<file path="src/rtl/bcd_disp_scan.sv">
// bcd_disp_scan: multiplexed active-low 7-segment scanner over held BCD digits.
// Define BCD_DISP_LZB_EN to enable leading-zero blanking.
module bcd_disp_scan #(
  parameter int DIGITS = 4,
  parameter int DIV    = 1000
) (
  input  logic                  clk_i,
  input  logic                  reset_ni,
  input  logic [4*DIGITS-1:0]   bcd_i,
  input  logic [DIGITS-1:0]     dp_i,
  input  logic                  load_i,
  output logic [6:0]            seg_o,
  output logic                  dp_o,
  output logic [DIGITS-1:0]     an_o,
  output logic                  err_o
);

  localparam int CW = $clog2(DIV);
  localparam int IW = (DIGITS > 1) ? $clog2(DIGITS) : 1;

  logic [4*DIGITS-1:0] hold_bcd;
  logic [DIGITS-1:0]   hold_dp;
  logic [CW-1:0]       cnt;
  logic [IW-1:0]       idx;
  logic                tick;
  logic [3:0]          cur_bcd;
  logic                cur_dp;
  logic                cur_blank;
  logic                any_err;
  logic [6:0]          cur_seg;

  function automatic logic [6:0] decode(input logic [3:0] d);
    logic [6:0] s;
    unique case (d)
      4'd0:    s = 7'h40;
      4'd1:    s = 7'h79;
      4'd2:    s = 7'h24;
      4'd3:    s = 7'h30;
      4'd4:    s = 7'h19;
      4'd5:    s = 7'h12;
      4'd6:    s = 7'h02;
      4'd7:    s = 7'h78;
      4'd8:    s = 7'h00;
      4'd9:    s = 7'h10;
      default: s = 7'h3F;
    endcase
    return s;
  endfunction

  assign tick = (cnt == CW'(DIV - 1));

  always_comb begin
    cur_bcd = '0;
    cur_dp  = 1'b0;
    any_err = 1'b0;
    for (int k = 0; k < DIGITS; k++) begin
      if (idx == IW'(k)) begin
        cur_bcd = hold_bcd[4*k +: 4];
        cur_dp  = hold_dp[k];
      end
      if (hold_bcd[4*k +: 4] > 4'd9)
        any_err = 1'b1;
    end
  end

`ifdef BCD_DISP_LZB_EN
  // lz[k]: digit k and every digit above it are zero
  logic [DIGITS-1:0] lz;

  always_comb begin
    lz = '0;
    lz[DIGITS-1] = (hold_bcd[4*DIGITS-1 -: 4] == 4'd0);
    for (int k = DIGITS - 2; k >= 0; k--)
      lz[k] = lz[k+1] && (hold_bcd[4*k +: 4] == 4'd0);
    cur_blank = 1'b0;
    for (int k = 1; k < DIGITS; k++)
      if (idx == IW'(k))
        cur_blank = lz[k];
  end
`else
  assign cur_blank = 1'b0;
`endif

  assign cur_seg = cur_blank ? 7'h7F : decode(cur_bcd);

  always_ff @(posedge clk_i or negedge reset_ni) begin
    if (!reset_ni) begin
      hold_bcd <= '0;
      hold_dp  <= '0;
    end else if (load_i) begin
      hold_bcd <= bcd_i;
      hold_dp  <= dp_i;
    end
  end

  always_ff @(posedge clk_i or negedge reset_ni) begin
    if (!reset_ni) begin
      cnt <= '0;
      idx <= '0;
    end else if (tick) begin
      cnt <= '0;
      idx <= (idx == IW'(DIGITS - 1)) ? '0 : idx + 1'b1;
    end else begin
      cnt <= cnt + 1'b1;
    end
  end

  // Tick edge forces the blank slot between digits
  always_ff @(posedge clk_i or negedge reset_ni) begin
    if (!reset_ni) begin
      an_o  <= '1;
      seg_o <= 7'h7F;
      dp_o  <= 1'b1;
      err_o <= 1'b0;
    end else begin
      err_o <= any_err;
      if (tick) begin
        an_o  <= '1;
        seg_o <= 7'h7F;
        dp_o  <= 1'b1;
      end else begin
        an_o  <= ~(DIGITS'(1) << idx);
        seg_o <= cur_seg;
        dp_o  <= ~cur_dp;
      end
    end
  end

endmodule

</file>
<file path="config.mk">
export PLATFORM = sky130hd
export DESIGN_NAME = bcd_disp_scan
export DESIGN_NICKNAME = d
export VERILOG_FILES = /design/src/rtl/bcd_disp_scan.sv
export SDC_FILE = /design/constraint.sdc
export NUM_CORES = 1
export LEC_CHECK = 0
export ABC_AREA = 1
export CELL_PAD_IN_SITES_DETAIL_PLACEMENT = 0
export CELL_PAD_IN_SITES_GLOBAL_PLACEMENT = 1
export CORE_ASPECT_RATIO = 0.6
export CORE_MARGIN = 5
export CORE_UTILIZATION = 43
export DETAILED_ROUTE_END_ITERATION = 6
export PLACE_DENSITY = 0.95
export SLEW_MARGIN = 30
export SYNTH_ARGS = -nofsm -noshare
export SYNTH_HDL_FRONTEND = slang
export SYNTH_SLANG_ARGS = --single-unit
export TNS_END_PERCENT = 50
</file>
<file path="constraint.sdc">
create_clock -name clk_i -period 3.95 [get_ports clk_i]
set_input_delay 1.185 -clock clk_i [delete_from_list [all_inputs] [get_ports clk_i]]
set_output_delay 1.185 -clock clk_i [all_outputs]
set_load 0.1 [all_outputs]
</file>
==> results.txt, run 1 <==
- Setup violations remaining at the end of the flow were counted as 0.
- Entering global routing, the biggest net connects 46 pins.
* Drt wl/cell: roughly 13 microns
- For the finished layout, the period the worst path requires is approximately 2.9 ns.
- The via count of the first global-routing pass is approximately 1500.
* Share of the synthesized area in the top cell type: 0.395
* Worst-margin pin slew: a little under 1 ns
- Clock Sinks: 45
- The initialized floorplan defines 19 standard-cell rows.
- Number of iterations in the first detailed-routing pass: 4
* Met2 routed wirelength: ~1700 microns
- Max Used Layer: met4
- Delay of the slowest critical-path stage: 1.12 ns
* Register clock-pin slew on the reported worst setup and hold paths: about 0.09 ns
* Part of the power in registers: 0.473
- For the worst setup path, the data required time is 2.76 ns.
- The first global-routing pass estimated slightly above 7000 microns of wire.
* # Max-Cap Violations: 0
- In the finished design, the share of the clock period the worst path needs comes to 0.740.
- Reported leakage power: between 1 and 1.5 nW
* Net switching power: between 300 and 400 uW
- Summing over every cut layer, the via total after detailed routing is about 1600.
- The critical path goes through clkdlybuf4s50_1.
* Hold buffer count at CTS: 0
* Die boundary height: around 64 microns
- The number of antenna violations at the first check in global routing is 0.
- Synthesis handed over a netlist of between 200 and 250 instances.
- Of the total power, the clock network draws 0.311.
* Fraction of the yosys area taken by sequential cells: 0.546
* Result of the run: finished clean
* Data arrival time at the worst-slack endpoint: approximately 1.7 ns
- Remaining antenna violation count after routing: 0
- The Yosys step of the flow raised 0 warnings.
* Area of the die: 0.00640 sq mm
- The critical path is of the flip-flop to output port type.
- The area growth from synthesis to layout is 22.9%.
- Post-Syn Nets: about 250
- After floorplanning, the core was sized to cover about 0.0046 sq mm.
* Final Wtd Congestion: between 0.7 and 0.8
- Layout net count: between 200 and 300
- 36 I/O pins were placed.
- Most common cell after layout, fill and taps aside: sky130_fd_sc_hd__nand2_1
* Initial standard-cell utilization of the core: 0.450
- Relative slew slack: 0.357
- Fmax achieved: between 0.3 and 0.4 GHz
* Switching part of the total power: 0.306
- The share of total power dissipated in combinational logic is 0.216.
- In the global route stage, overall resource usage came out at 0.140.
* Total global routing overflow: 0
- During placement, the flow inserted port buffers numbering 35.
- Final Max Slew Viols: 0
* Setup repair bufs after CTS: 0
- Power per cell area: ~430 mW/mm^2
- Kind of cell with the highest combined delay on the critical path: buffers and inverters
- The number of gates resized after CTS was 0.
* Distinct cell type count of the synthesized netlist: 25
- Across all hold checks on the routed design, the worst slack comes to 0.511 ns.
- Counting the buffers created by CTS gives 5.
* Maximum fanout along the worst path: 1
- DPL Wire Length: 3010 microns
* Area of the mapped netlist: around 0.0021 sq mm
* Critical path launch point type: flip-flop
* Ant. Diodes: 0
- The number of buffers and inverters on the critical path is 1.
- The biggest area contributor in the post-synthesis netlist is sky130_fd_sc_hd__dfrtp_1.
- In this run the number of H-tree levels came out at 2.
- The finished cells cover about 0.0026 sq mm.
- The slowest stage of the critical path belongs to the cell sky130_fd_sc_hd__clkdlybuf4s50_1.
- Root cell of the clock tree: sky130_fd_sc_hd__clkbuf_8
- At the end of the flow the core is filled with cells to 0.554.
- After routing, the total negative slack on setup checks comes to 0 ns.
- For this block, the initial DRC count from the detailed router was 65.
* Internal power component: about 760 uW
* Fraction of layout cells with a size suffix above 1: 0.219
- Averaged over all synthesized cells, the footprint is 9.58 sq um.
* Horizontal die dimension: 100 microns
- Number of failing hold endpoints at the final stage: 0
- STA classifies the critical path endpoint as an output port.
- The synthesized design contains 45 register bits.
- For this run, design rule violations remaining after detail routing come to 0.
* Top cells by area in the synthesized netlist: sky130_fd_sc_hd__dfrtp_1, sky130_fd_sc_hd__dfstp_2, sky130_fd_sc_hd__nand2_1, sky130_fd_sc_hd__mux2_2, sky130_fd_sc_hd__inv_1
- The final layout contains routed wiring with a total length of about 4200 microns.
* Number of vias per cell after detailed routing: 4.88
* Clock latency reported for the late side of the worst-skew pair: around 0.3 ns
- Unrepaired setup endpoints after global routing: no
- Once placement finished, the instance area stood at around 0.0025 sq mm.
- Sum of met3 wire segment lengths after detailed routing: approximately 250 microns
* CTS tree: built
- Sum of routed wire segments on met1: approximately 2200 microns
- Commonest cells after routing, fill and taps aside: sky130_fd_sc_hd__nand2_1, sky130_fd_sc_hd__dfrtp_1, sky130_fd_sc_hd__inv_1, sky130_fd_sc_hd__clkdlybuf4s50_1, sky130_fd_sc_hd__o21ai_0
- IR analysis of the VDD net gives a maximum drop of between 0.00015 and 0.0002 V.
- Worst Skew: 0.0101 ns
- Path category of the worst min-delay check: flip-flop to flip-flop
- No sink is reached through more buffers than the 2 on the longest clock path.
synthesized netlist by cell type:
library cell / count
sky130_fd_sc_hd__nand2_1: 57
sky130_fd_sc_hd__dfrtp_1: 33
sky130_fd_sc_hd__inv_1: 26
sky130_fd_sc_hd__o21ai_0: 15
sky130_fd_sc_hd__mux2_2: 14
sky130_fd_sc_hd__dfstp_2: 12
sky130_fd_sc_hd__a21oi_1: 11
sky130_fd_sc_hd__nand3_1: 10
sky130_fd_sc_hd__nor2_1: 9
sky130_fd_sc_hd__ha_1: 6
sky130_fd_sc_hd__buf_2: 3
sky130_fd_sc_hd__nor3_1: 3
sky130_fd_sc_hd__xor2_1: 3
sky130_fd_sc_hd__a21oi_4: 2
sky130_fd_sc_hd__buf_4: 2
sky130_fd_sc_hd__nand2_2: 2
sky130_fd_sc_hd__nand4_1: 2
sky130_fd_sc_hd__a21oi_2: 1
sky130_fd_sc_hd__clkbuf_1: 1
sky130_fd_sc_hd__inv_2: 1
sky130_fd_sc_hd__nand2_4: 1
sky130_fd_sc_hd__nand3_2: 1
sky130_fd_sc_hd__nor3b_1: 1
sky130_fd_sc_hd__o221ai_1: 1
sky130_fd_sc_hd__or2_2: 1
sequential cells by signal, summed over array words and instances, names as in the netlist:
register  count
an_o          4
cnt          10
dp_o          1
err_o         1
hold_bcd     16
hold_dp       4
idx           2
seg_o         7
cells by family (layout without fill, tap and decap cells):
kind of cell               after synthesis  after routing  synth area share
and+or+nand+nor                         87             87             0.179
DFF                                     45             45             0.546
buffers and inverters                   33             71            0.0647
AOI/OAI and AO/OA                       30             30            0.0863
muxes                                   14             14            0.0755
adders and majority gates                6              6            0.0359
xor gates and xnor gates                 3              3            0.0126
power by group through the flow:
stage                     Combinational, mW  Sequential [mW]  Clock [mW]
after global routing                  0.252            0.523       0.368
final                                 0.237            0.519       0.342
after global placement                0.235            0.527           0
after CTS                             0.238            0.519       0.352
after detailed placement              0.237            0.528           0
after floorplan                      0.0663            0.629           0
final cells by class:
class	instances	area, sq um
Fill cell	414	2070
Sequential cell	45	1140
Multi-Input combinational cell	140	812
Timing Repair Buffer	36	325
Inverter	27	101
Tap cell	63	78.8
Clock buffer	6	72.6
Clock inverter	2	35.0
final timing paths:
path | startpoint | to | slack, ns | cells after the start
max | err_o | err_o | 1.03 | 1
min | hold_dp[3] | dp_o | 0.51 | 1
max reg2reg | idx[0] | seg_o[3] | 1.72 | 13
min reg2reg | hold_dp[3] | dp_o | 0.51 | 1
max in group asynchronous | reset_ni | dp_o | 2.67 | 1
min in group asynchronous | reset_ni | err_o | 0.87 | 1
per-stage QoR:
step / power (mW) / cells / worst slack (ns)
floorplan: 0.696 / 218 / 1.88
global placement: 0.762 / 311 / 1.22
detailed placement: 0.765 / 311 / 1.20
CTS: 1.11 / 319 / 1.01
global route: 1.14 / 319 / 0.998
finish: 1.10 / 319 / 1.03
layer usage:
metal / global-route usage / vias to the layer above
met2: 0.191 / 40
met3: 0.0391 / 7
li1: - / 770
met5: 0 / -
met1: 0.213 / 741
met4: 0.0409 / 0
Power figures use the tool's default switching activity.
==> inputs of run 2 (changes only) <==
CORE_UTILIZATION = 40   (was 43)
PLACE_DENSITY = 0.9   (was 0.95)
clock period = 2.7 ns   (was 3.95 ns; I/O delays follow)
==> results.txt, run 2 (synthesis results as in run 1) <==
- Final Power: 1.50 mW
- Tot GR Track Use: 0.133
- Summed over all layers, the global routing overflow is 0.
* Hold buffer count at CTS: 0
- Counting along the longest clock path gives a buffer depth of 2.
- CORE AREA: between 0.005 and 0.006 sq mm
- For this run, the detailed router's first-pass iteration total came to 4.
- Final Cycle Share: 0.787
* Remaining antenna violation count after routing: 0
* Number of core rows: 20
- CTS tree: built
* Max rail drop VDD: about 0.00027 V
- Drt wl/cell: roughly 13 microns
* First-iteration detailed-routing DRC count: 50
- Required time of the critical path: 2.94 ns
* Routed WL: around 4100 microns
- Buffers inserted during clock tree synthesis total 5.
- Across the run, the number of max-cap violations was 0.
- Sort of element at the end of the critical path: flip-flop
* Largest reg by FF count: hold_bcd
- Power per cell area: between 500 and 600 mW/mm^2
- In this run the tool buffered the top-level ports with 35 buffer cells.
* Result of the run: finished clean
- For the worst-skew pair, the clock arrives at the later sink with an insertion delay of 0.29 ns.
- Most common cell after layout, fill and taps aside: sky130_fd_sc_hd__nand2_1
- The via count of the first global-routing pass came to ~1400.
- For this run, the post-layout net count is ~290.
- Wire length of the first global-routing pass: 6890 microns
- Post-Place Cell Area: ~0.0025 sq mm
- Leaving out fill and tap cells, the most frequent cells in the layout are sky130_fd_sc_hd__nand2_1, sky130_fd_sc_hd__dfrtp_1, sky130_fd_sc_hd__inv_1, sky130_fd_sc_hd__clkdlybuf4s50_1, sky130_fd_sc_hd__buf_4.
* Number of instances resized during post-cts repair: 0
* Clock Sinks: 45
- At the end of routability-driven placement, the weighted congestion stood at roughly 0.85.
- Post-CTS timing repair inserted 0 buffers for setup.
* Finished Core Util: 0.505
* Critical path launch point type: flip-flop
* Number of failing hold endpoints at the final stage: 0
- Initial standard-cell utilization of the core: 0.413
* Ant. Diodes: 0
- In this run the static leakage power is between 1 and 1.5 nW.
- Die boundary height: approximately 66 microns
* Number of antenna violations at the first check in global routing: 0
- The area growth from synthesis to layout is 22.2%.
- Number of setup violations in the final report: 0
* Unrepaired setup endpoints after global routing: no
- Worst hold slack across all endpoints: 0.490 ns
* Worst Skew: between 0.006 and 0.007 ns
* Horizontal die dimension: ~100 microns
* Via count: around 1500
- For the pin with the worst max-slew slack, the measured transition is approximately 0.55 ns.
- After clock tree synthesis, the clock-pin slew on the worst setup and hold paths is 0.07 ns.
- DPL Wire Length: around 3100 microns
* Leading registers by flop count: hold_bcd (16), cnt (10), seg_o (7)
* Area of the die: around 0.007 sq mm
- Maximum number of pins on one net before global-route repair: 46
* Relative slew slack: 0.635
- The root buffer cell chosen for the clock tree is sky130_fd_sc_hd__clkbuf_8.
- Data arrival time at the worst-slack endpoint: about 2.4 ns
- The smallest clock period supported by the final layout is computed as ~2.1 ns.
- Number of vias per cell after detailed routing: roughly 4.8
* DRC: 0
- Setup Crit Path Kind: flip-flop to flip-flop
- Summed over all failing endpoints, the final setup total negative slack is 0 ns.
* Ports: 36
* Fmax achieved: about 0.47 GHz
- Final Cell Area: between 0.002 and 0.003 sq mm
* Largest register FFs: 16
- Fraction of layout cells with a size suffix above 1: 0.221
* Path category of the worst min-delay check: flip-flop to flip-flop
* H-tree level count: 2
- Along the worst path, the maximum fanout reaches 9.
- The number of slew-limit violations in the final report was 0.
-- run 2: critical path, cell delays in order (launching register included) --
cell and delay [ns]:
sky130_fd_sc_hd__dfrtp_1 0.41, sky130_fd_sc_hd__inv_1 0.13, sky130_fd_sc_hd__ha_1 0.37, sky130_fd_sc_hd__inv_1 0.12, sky130_fd_sc_hd__nand3_1 0.11, sky130_fd_sc_hd__nand2_1 0.07
sky130_fd_sc_hd__nand2_1 0.19, sky130_fd_sc_hd__inv_1 0.09, sky130_fd_sc_hd__ha_1 0.32, sky130_fd_sc_hd__inv_1 0.06, sky130_fd_sc_hd__nand2_1 0.04, sky130_fd_sc_hd__nand2_1 0.06
sky130_fd_sc_hd__nand2_1 0.04, sky130_fd_sc_hd__nand2_1 0.05
-- run 2: per-stage QoR --
stage / setup slack (ns) / cells
2_1_floorplan: 0.911 / 218
3_3_place_gp: 0.660 / 316
3_5_place_dp: 0.612 / 316
4_1_cts: 0.586 / 324
5_1_grt: 0.358 / 324
6_report: 0.576 / 324
-- run 2: per-layer routing --
metal  routed length [microns]  up-vias  GRT usage  part of all wire
li1                          -      773          -                 -
met1                      2200      717      0.207              0.54
met2                      1580       42      0.172              0.38
met5                         0        -          0                 0
met4                        46        0     0.0339             0.011
met3                       284        7     0.0411             0.069
-- run 2: worst paths after layout --
check	start	end	slack, ns	cells after the start
setup / recovery	idx[0]	seg_o[3]	0.58	13
hold / removal	cnt[2]	cnt[2]	0.49	1
setup reg to reg	idx[0]	seg_o[3]	0.58	13
hold reg to reg	cnt[2]	cnt[2]	0.49	1
max in group asynchronous	reset_ni	an_o[3]	1.74	2
min in group asynchronous	reset_ni	hold_bcd[3]	0.57	2
-- run 2: report_power, final --
group          total [mW]  switching (mW)  internal (mW)
combinational       0.347           0.243          0.104
clock               0.395           0.211          0.184
sequential          0.759          0.0239          0.735
-- run 2: cell type report --
type | count | area [sq um]
Clock buffer | 8 | 80.1
Tap cell | 66 | 82.6
Multi-Input combinational cell | 140 | 812
Inverter | 27 | 101
Timing Repair Buffer | 38 | 335
Fill cell | 464 | 2500
Sequential cell | 45 | 1140
